## config.mk

```make
export PLATFORM = sky130hd
export DESIGN_NAME = reg_write_arbiter
export DESIGN_NICKNAME = d
export VERILOG_FILES = /design/src/rtl/reg_write_arbiter.sv
export SDC_FILE = /design/constraint.sdc
export NUM_CORES = 1
export LEC_CHECK = 0
export CORE_ASPECT_RATIO = 1.2
export CORE_MARGIN = 3
export CORE_UTILIZATION = 55
export CTS_CLUSTER_SIZE = 30
export DETAILED_ROUTE_END_ITERATION = 16
export DONT_BUFFER_PORTS = 1
export PLACE_DENSITY = 0.79
export SETUP_SLACK_MARGIN = 0.4
export SYNTH_ARGS = -nofsm -noshare
export SYNTH_HDL_FRONTEND = slang
export SYNTH_SLANG_ARGS = --single-unit
```

## constraint.sdc

```tcl
create_clock -name clk -period 2.3 [get_ports clk]
set_clock_uncertainty 0.05 [all_clocks]
set_input_delay 0.345 -clock clk [delete_from_list [all_inputs] [get_ports clk]]
set_output_delay 0.345 -clock clk [all_outputs]
set_load 0.05 [all_outputs]
```

## src/rtl/reg_write_arbiter.sv

```systemverilog
// Round-robin arbiter sharing the single register-file write port between N_REQ sources.
// Define REG_ARB_PRIO0_EN to give requester 0 fixed top priority over the round-robin.
module reg_write_arbiter #(
  parameter int unsigned N_REQ  = 3,
  parameter int unsigned DATA_W = 32,
  parameter int unsigned ADDR_W = 5
) (
  input  logic                      clk,
  input  logic                      rst_n,
  input  logic                      hold,
  input  logic [N_REQ-1:0]          req_valid,
  input  logic [N_REQ*ADDR_W-1:0]   req_addr,
  input  logic [N_REQ*DATA_W-1:0]   req_data,
  output logic [N_REQ-1:0]          req_ready,
  output logic                      wr_en,
  output logic [ADDR_W-1:0]         wr_addr,
  output logic [DATA_W-1:0]         wr_data,
  output logic [$clog2(N_REQ)-1:0]  last_grant
);

  localparam int unsigned IdxW = $clog2(N_REQ);

  logic [IdxW-1:0]   rr_ptr_q;
  logic [IdxW-1:0]   grant_idx;
  logic              grant_vld;
  logic [N_REQ-1:0]  grant;
  logic [IdxW-1:0]   next_ptr;
  logic [ADDR_W-1:0] sel_addr;
  logic [DATA_W-1:0] sel_data;
  logic              ptr_upd;

  // Scan from rr_ptr with wrap; ready depends only on req_valid, hold and rr_ptr.
  always_comb begin
    int unsigned pos;
    grant     = '0;
    grant_idx = '0;
    grant_vld = 1'b0;
    pos       = 0;
    if (rst_n && !hold) begin
      for (int unsigned k = 0; k < N_REQ; k++) begin
        pos = 32'(rr_ptr_q) + k;
        if (pos >= N_REQ) pos = pos - N_REQ;
        if (!grant_vld && req_valid[pos]) begin
          grant_vld = 1'b1;
          grant_idx = IdxW'(pos);
        end
      end
`ifdef REG_ARB_PRIO0_EN
      if (req_valid[0]) begin
        grant_vld = 1'b1;
        grant_idx = '0;
      end
`endif
      if (grant_vld) grant[grant_idx] = 1'b1;
    end
  end

  assign req_ready = grant;
  assign sel_addr  = req_addr[grant_idx*ADDR_W +: ADDR_W];
  assign sel_data  = req_data[grant_idx*DATA_W +: DATA_W];
  assign next_ptr  = (grant_idx == IdxW'(N_REQ - 1)) ? '0 : grant_idx + IdxW'(1);

`ifdef REG_ARB_PRIO0_EN
  // Priority grants to requester 0 leave the rotation of the others untouched.
  assign ptr_upd = (grant_idx != '0);
`else
  assign ptr_upd = 1'b1;
`endif

  always_ff @(posedge clk or negedge rst_n) begin
    if (!rst_n) begin
      wr_en      <= 1'b0;
      wr_addr    <= '0;
      wr_data    <= '0;
      last_grant <= '0;
      rr_ptr_q   <= '0;
    end else if (grant_vld) begin
      wr_addr    <= sel_addr;
      wr_data    <= sel_data;
      // Writes to register 0 complete the handshake but are never issued.
      wr_en      <= (sel_addr != '0);
      last_grant <= grant_idx;
      if (ptr_upd) rr_ptr_q <= next_ptr;
    end else begin
      wr_en <= 1'b0;
    end
  end

endmodule
```

; Word-level counts from Yosys, hierarchy flattened
; Cells that the tools add are included.
[totals]
output_inout_bits = 43
inputBits = 117
elab_cells = 61
reg_bits = 42
[op_classes]
addsub = 6
n_eq_ne = 1
multipliers = 1
order_cmp = 8
n_reduce_logical = 8
muxes = 30
n_shift = 2
[ops]
columns = operator, count
row1 = two-way mux 32 bit, 6
row2 = less-than comparator 32 x 3 -> 1 bit (second input constant), 3
row3 = variable part select 96 x 8 -> 32 bit, 1
row4 = variable part select 15 x 6 -> 5 bit, 1
row5 = two-way mux 1 bit, 12
row6 = two-way mux 2 bit, 6
row7 = subtractor 3 x 2 -> 4 bit (second input constant), 2
row8 = binary-select mux 1 bit (select 2 bit), 3
row9 = >= comparator 3 x 2 -> 1 bit (second input constant), 2
row10 = two-way mux 3 bit, 2
row11 = multiplier 2 x 3 -> 5 bit (second input constant), 1
row12 = nonzero test 5 bit, 1
row13 = logical AND 1 bit, 4
row14 = adder 2 x 1 -> 3 bit (second input constant), 1
row15 = adder 2 x 2 -> 3 bit (second input constant), 1
row16 = zero test 1 bit, 3
row17 = less-than comparator 2 x 3 -> 1 bit (second input constant), 1
row18 = subtractor 2 x 2 -> 3 bit (second input constant), 1
row19 = adder 2 x 1 -> 2 bit (second input constant), 1
row20 = demux 1 bit (select 2 bit), 1
row21 = equality test 2 bit (second input constant), 1
row22 = >= comparator 2 x 1 -> 1 bit (second input constant), 1
row23 = >= comparator 2 bit (second input constant), 1

; Depth between registers and ports, before layout
; Gate-level depths: netlist of run 1.
[logic_depth]
depth_word = 21
mapped_depth = 11
ltp_nobuf = 9

; Worst setup path after synthesis of run 1
; OpenSTA, ideal clock, no wires.
[synth_timing]
path_kind = register to output
startpoint = reg rr_ptr_q[1]
endpoint = out req_ready[0]
arrival_ns = 2.379
n_path_buf = 2
stages_incl_launch_ff = 11
setup_slack_ns = -0.474
required_time_ns = 1.905
path_cell_list = dfrtp_1 > inv_1 > ha_1 > buf_4 > mux2i_2 > o21a_1 > nand2_1 > o21bai_1 > nand2b_1 > clkbuf_1 > nor2_1
[synth_via]
elab_chain_cells = 21
elab_cells_between_ends = 41
classes_between = add/sub (5) / order compare (5) / mux (26) / reduce/logical (5)
[synth_rtl]
columns = element, line_no
row1 = start: declaration, 23  ; logic [IdxW-1:0] rr_ptr_q;
row2 = start signal: assignment, 83  ; if (ptr_upd) rr_ptr_q <= next_ptr;
row3 = "parallel branches: the longest is 19 deep, another holds subtractor 3 x 2 -> 4 bit", --
row4 = two-way mux 3 bit *, 54  ; if (grant_vld) grant[grant_idx] = 1'b1;
row5 = two-way mux 3 bit *, 39  ; if (rst_n && !hold) begin
row6 = end: declaration, 14  ; output logic [N_REQ-1:0] req_ready,
; Mark *: on every way between the ends. The select of a mux whose other input is x is not followed.

; Worst setup path in the final report of run 1
[layout_timing]
startpoint = reg rr_ptr_q[0]
endpoint = reg wr_en
[layout_via]
elab_chain_cells = 20
elab_cells_between_ends = 40
classes_between = add/sub (5) / mul (1) / order compare (3) / shift (1) / mux (25) / reduce/logical (5)
[layout_rtl]
columns = element, line_no
row1 = "parallel branches: the longest is 19 deep, another holds subtractor 3 x 2 -> 4 bit", --
row2 = two-way mux 1 bit *, 77  ; end else if (grant_vld) begin
row3 = end signal: assignment, 81  ; wr_en <= (sel_addr != '0);
row4 = end: declaration, 15  ; output logic wr_en,
; Marks and branches as above.
; A chain may end at the register's enable or synchronous reset.

==> impl_metrics.toml, run 1 <==
[critical_path]
start_kind = "flip-flop"
crit_fanout = 7
rrSetupSlack_ns = -0.56
crit_type = "flip-flop to flip-flop"
reg2reg_depth = 11
r2r_end = "wr_en"
cp-endpoint = "wr_en"
worstPathArrival_ns = 2.99
crit_required_ns = 2.42
cp-end-kind = "flip-flop"
worstReg2RegStart = "rr_ptr_q[0]"
startpoint = "rr_ptr_q[0]"

[cts]
worstSkewPairLatency_ns = 0.30
cts_tree = "yes"
htreeDepth = 2
root_buffer = "clkbuf_8"
numCtsBuffers = 5
cts.path.max_buffers = 2
clk_pin_slew_worst_paths_ns = 0.09
cts.sinks = 42

[drt]
drt-initial-drc-count = 273
dr.pass1.iters = 6
vias = 2626
drt.antenna.violating_nets = 0
drc = 0
wl_per_cell_um = 29.5
post_drt_via_cell_ratio = 7.12
wirelength_um = 10900

[layout]
layout.nets = 434
multi_input_comb_area_mm2 = 0.00167
seq_area_mm2 = 0.00105
antenna_cells = 0
nFillCells = 171
area_growth_pct = 59.0
drive_gt1_frac = 0.473
fin_area_mm2 = 0.00391

[synthesis]
synthesis.area_mm2 = 0.00246
synth_seq_cells = 42
ys_seq_area_frac = 0.427
avgSynthCellArea_um2 = 10.2
synthTopCellsByArea = "dfrtp_1 43%, mux2i_1 11%, a22oi_1 7.3%"
yosysWarnings = 0
synth-edff-count = 0
yosys_most_used_dff = "dfrtp_1"
synth.distinct_cells = 47
async_reset_ff_frac = 1.00
post-synth-top-area-fraction = 0.427
synth_top_area_cell = "dfrtp_1"
syn_inst = 242
syn-num-nets = 363

[global_routing]
grt_pass1_wl_um = 12300
grt_use_total = 0.306
overflow = 0
grt_pass1_vias = 2474
antenna_found_initial = 0
grt_max_degree = 43

[floorplan]
core_mm2 = 0.00429
row_count = 26
die_y_um = 79.3
die_area_mm2 = 0.00531
io_pins = 160
die_w_um = 67.1
initial_core_util = 0.573

[power_and_ir_drop]
p_leak_nw = 1.75
peakVddDrop_mv = 0.966
power_density_mw_per_mm2 = 1680

[place]
io_buffers = 0
placed_area_mm2 = 0.00287
place_hpwl_um = 5300
dpl_worst_slack_ns = -0.289
place.gp.congestion = 0.883

[timing]
max_slew.worst_pin.slew_ns = 0.562
rsz0062_at_grt = "true"
fin_crit_ns = 2.86
maxSlewHeadroom = 0.626
final_max_slew_viol_count = 0
fmax_ghz = 0.349
fin_ws_ns = -0.562
hold_violations = 0
fin_crit_sh = 1.24
finalSetupViolCount = 45

[status]
run_status = "finished, violations left"
violations = "negative setup slack"

[job]
max-cap-violations = 0

[hold_path]
hold_class = "input port to flip-flop"
[power by group]
group          switching, mW  internal [mW]  total [mW]  leakage (nW)
Sequential              1.50           1.07        2.57         0.517
Clock                  0.267          0.348       0.615        0.0573
Combinational           1.59           1.78        3.37          1.17
Total                   3.36           3.19        6.55          1.75
[through the flow]
step	util	std cells	power (mW)	setup TNS [ns]	hold WS (ns)
floorplan	-	242	3.81	-0.247	-0.000591
finish	0.911	369	6.55	-14.97	0.128
detailed placement	0.668	319	4.52	-3.99	0.000412
global route	0.911	369	6.78	-17.69	0.137
global placement	0.668	319	4.43	-1.44	0.000447
CTS	0.814	350	5.68	-7.99	0.144
[timing repair]
item                       in CTS  in global routing
pin swaps                      19                 32
gates resized for setup        73                 47
buffers inserted               17                 18
hold endpoints to repair       42                  0
setup endpoints to repair      45                 45
gates cloned                    5                  1
hold buffers                    2                  0
[cells in the final DEF, fill, tap and decap left out, types with 3 or more instances in the layout]
cell	Yosys	final
dfrtp_1	42	41
buf_4	4	40
o21ai_1	12	34
mux2i_1	27	22
a22oi_1	24	20
buf_6	2	20
nand2_1	18	14
buf_12	0	11
and2_1	9	8
clkbuf_8	0	6
a221oi_2	0	5
buf_16	0	5
mux2i_2	1	4
nand2b_1	5	4
nor2_4	1	4
a22oi_2	0	4
a221oi_4	0	4
buf_8	0	4
nand3b_1	3	3
o21ai_2	0	3
nor2b_1	3	3
ha_4	0	3
[worst min path at each step]
stage	startpoint	to	cells past startpoint
after floorplan	rst_n	last_grant[0]	0
after global placement	rst_n	last_grant[0]	0
after detailed placement	rst_n	last_grant[0]	0
after CTS	req_data[72]	wr_data[8]	2
after global routing	req_data[73]	wr_data[9]	2
final	req_data[71]	wr_data[7]	2
[cells by family (layout without fill, tap and decap cells)]
family | after synthesis | in the layout | share of synthesized area
compound gates | 95 | 95 | 0.272
simple gates | 50 | 50 | 0.112
flops | 42 | 42 | 0.427
mux | 28 | 28 | 0.115
buf+inv | 23 | 94 | 0.0529
fa+ha+maj | 4 | 4 | 0.0203
[sequential cells by signal, indices dropped and copies added (netlist names)]
signal	flops
wr_addr	5
wr_en	1
last_grant	2
rr_ptr_q	2
wr_data	32
[metal layers]
| metal | routed length (um) | part of all wire | vias to the layer above | track usage |
|---|---|---|---|---|
| li1 | - | - | 1062 | - |
| met1 | 3610 | 0.33 | 1268 | 0.345 |
| met2 | 5540 | 0.51 | 244 | 0.540 |
| met3 | 1150 | 0.11 | 52 | 0.0736 |
| met4 | 560 | 0.052 | 0 | 0.126 |
| met5 | 0 | 0 | - | 0 |
[cell type report]
type / count / area share
Multi-Input combinational cell: 177 / 0.428
Sequential cell: 42 / 0.269
Timing Repair Buffer: 82 / 0.250
Clock buffer: 6 / 0.0211
Tap cell: 56 / 0.0179
Clock inverter: 1 / 0.00768
Inverter: 5 / 0.00608
[worst max-delay path: stages, from the launching register on]
cell and delay (ns):
dfrtp_2 0.44, buf_4 0.16, ha_4 0.20, nor2b_1 0.14, o311a_1 0.32, a221o_2 0.43, clkinv_4 0.09, buf_6 0.10
nor2_4 0.05, a222oi_1 0.43, buf_4 0.22, a41oi_2 0.09
[cell usage after synthesis (2+ instances only)]
library cell  number
nand2b_1           5
buf_4              4
a21oi_1            2
clkbuf_1           5
o21a_1             3
nand3b_1           3
o21ai_0           25
ha_1               4
nor3_1             3
buf_6              2
inv_1              4
a221oi_1           9
nor2_1             4
nand2_1           18
and2_1             9
nor2b_1            3
dfrtp_1           42
o21ai_1           12
mux2i_1           27
o221ai_1           2
a22oi_1           24
buf_2              7
No activity file was read; power rests on OpenSTA's default activity.
==> run 2: changes to the inputs <==
--- a/config.mk
+++ b/config.mk
@@ -6,7 +6,7 @@
 export NUM_CORES = 1
 export LEC_CHECK = 0
 export CORE_ASPECT_RATIO = 1.2
-export CORE_MARGIN = 3
+export CORE_MARGIN = 2
 export CORE_UTILIZATION = 55
 export CTS_CLUSTER_SIZE = 30
 export DETAILED_ROUTE_END_ITERATION = 16
==> run 2 against run 1 <==
Against the previous run: sequential share of layout area grew 3.4 points; largest cell class unchanged; combinational power decreased by 19%; sequential power hardly changed; wire length shrank 26%; final cell count fell by 6.8%; the run still ends with negative setup slack left.
==> impl_metrics.toml, run 2 (same netlist as run 1, synthesis figures left out) <==
[power_and_ir_drop]
power_mw = 5.77
power_density_mw_per_mm2 = 1660
combinationalPowerShare = 0.471
p_leak_nw = 1.57
clockPowerShare = 0.089
internal_power_mw = 2.76
sw_frac_of_total = 0.522
peakVddDrop_mv = 1.16
power.share.sequential = 0.440
p_sw_mw = 3.01

[timing]
rsz0062_at_grt = "true"
final_max_slew_viol_count = 0
whs_ns = 0.134
fmax_ghz = 0.361
maxSlewHeadroom = 0.654
max_slew.worst_pin.slew_ns = 0.519
fin_crit_ns = 2.77
hold_violations = 0
finalSetupViolCount = 43
fin_ws_ns = -0.469
fin_crit_sh = 1.20
setup_tns_ns = -12.31

[floorplan]
die_y_um = 77.3
io_pins = 160
die_w_um = 65.1
core_mm2 = 0.00429
initial_core_util = 0.573
die_area_mm2 = 0.00503
row_count = 26

[cts]
cts.path.max_buffers = 2
numCtsBuffers = 5
root_buffer = "clkbuf_8"
clk_pin_slew_worst_paths_ns = 0.08
cts_tree = "yes"
cts.sinks = 42
worstSkewPairLatency_ns = 0.30
htreeDepth = 2

[layout]
antenna_cells = 0
largest_register = "wr_data"
final_common_cell = "dfrtp_1"
area_growth_pct = 41.1
layout.nets = 408
mostFrequentLayoutCells = "41 x dfrtp_1, 35 x o21ai_1, 28 x buf_4"
reg_top3 = "wr_data (32), wr_addr (5)"
drive_gt1_frac = 0.378
largest_reg_flops = 32

[drt]
drt.antenna.violating_nets = 0
post_drt_via_cell_ratio = 6.71
wl_per_cell_um = 23.4
drt-initial-drc-count = 169
drc = 0
dr.pass1.iters = 6
vias = 2308
wirelength_um = 8040

[critical_path]
crit_fanout = 6
crit_chain = "inv_2 > ha_4 > mux2i_1 > o22ai_2 > a221o_2 > clkinv_4 > buf_6 > nor2_4 > buf_12 > buf_12 > a221oi_2 > o21ai_1"
crit_family = "compound AO/OA/AOI/OAI gates"
cp-end-kind = "flip-flop"
start_kind = "flip-flop"
worst_path_most_repeated_cell = "buf_12"
crit_type = "flip-flop to flip-flop"
crit_required_ns = 2.43
worstPathArrival_ns = 2.90
crit_slowest_cell = "a221o_2"
cpPeakStageDelay_ns = 0.47
crit_buf_inv = 5

[global_routing]
grt_pass1_wl_um = 11500
overflow = 0
grt_use_total = 0.298
grt_max_degree = 43
antenna_found_initial = 0
grt_pass1_vias = 2343

[job]
max-cap-violations = 0

[place]
io_buffers = 0
place_hpwl_um = 4810
place.gp.congestion = 0.802
dpl_worst_slack_ns = -0.200

[hold_path]
hold_class = "input port to flip-flop"

[status]
violations = "negative setup slack"
run_status = "finished, violations left"
-- run 2: changes by cell type in the layout (fill, tap and decap cells not counted), moves of 2 or more --
cell,before,now
buf_4,40,28
nand2_4,2,0
a22oi_1,20,24
a221oi_2,5,8
nor3_4,2,0
mux2i_2,4,2
buf_16,5,3
buf_8,4,0
a22oi_2,4,0
mux2i_1,22,25
a221oi_4,4,1
buf_6,20,12
-- run 2: power groups by stage --
stage / logic (mW) / registers, mW / clock network, mW
floorplan: 1.35 / 2.46 / 0
global placement: 1.83 / 2.53 / 0
detailed placement: 1.89 / 2.53 / 0
CTS: 2.46 / 2.53 / 0.519
global route: 2.89 / 2.58 / 0.546
finish: 2.72 / 2.54 / 0.514
-- run 2: routing by layer --
| layer | up-vias | track usage | wire length [um] |
|---|---|---|---|
| met1 | 1105 | 0.332 | 2880 |
| li1 | 1012 | - | - |
| met2 | 164 | 0.535 | 4330 |
| met3 | 27 | 0.0718 | 637 |
| met4 | 0 | 0.117 | 195 |
| met5 | - | 0 | 0 |
-- run 2: through the flow --
| stage | utilization | area [um^2] | cells |
|---|---|---|---|
| detailed placement | 0.654 | 2810 | 314 |
| CTS | 0.777 | 3340 | 339 |
| global route | 0.809 | 3470 | 344 |
| finish | 0.809 | 3470 | 344 |
| floorplan | - | 2550 | 242 |
| global placement | 0.654 | 2810 | 314 |
-- run 2: layout make-up --
class | count | area (um^2)
fill | 257 | 822
clock inverter | 1 | 8.76
multi-input combinational | 177 | 1540
timing repair buffer | 56 | 696
sequential | 42 | 1050
clock buffer | 7 | 86.3
inverter | 5 | 23.8
tap | 56 | 70.1
-- run 2: what timing repair did --
item	4_1_cts	5_1_grt
gates resized for setup	66	14
setup buffers	11	4
hold endpoints to repair	42	0
hold buffers	2	0
endpoints found under the setup margin	45	45
gates cloned	4	1
pin swaps	15	32
-- run 2: path summary, 6_finish.rpt --
kind | start | endpoint | slack, ns | depth (start not counted)
max | rr_ptr_q[0] | wr_data[16] | -0.47 | 12
min | req_data[71] | wr_data[7] | 0.13 | 2
max reg2reg | rr_ptr_q[0] | wr_data[16] | -0.47 | 12
min reg2reg | rr_ptr_q[1] | rr_ptr_q[1] | 0.59 | 3
max in group asynchronous | rst_n | rr_ptr_q[0] | 1.54 | 2
min in group asynchronous | rst_n | wr_addr[2] | 0.45 | 2
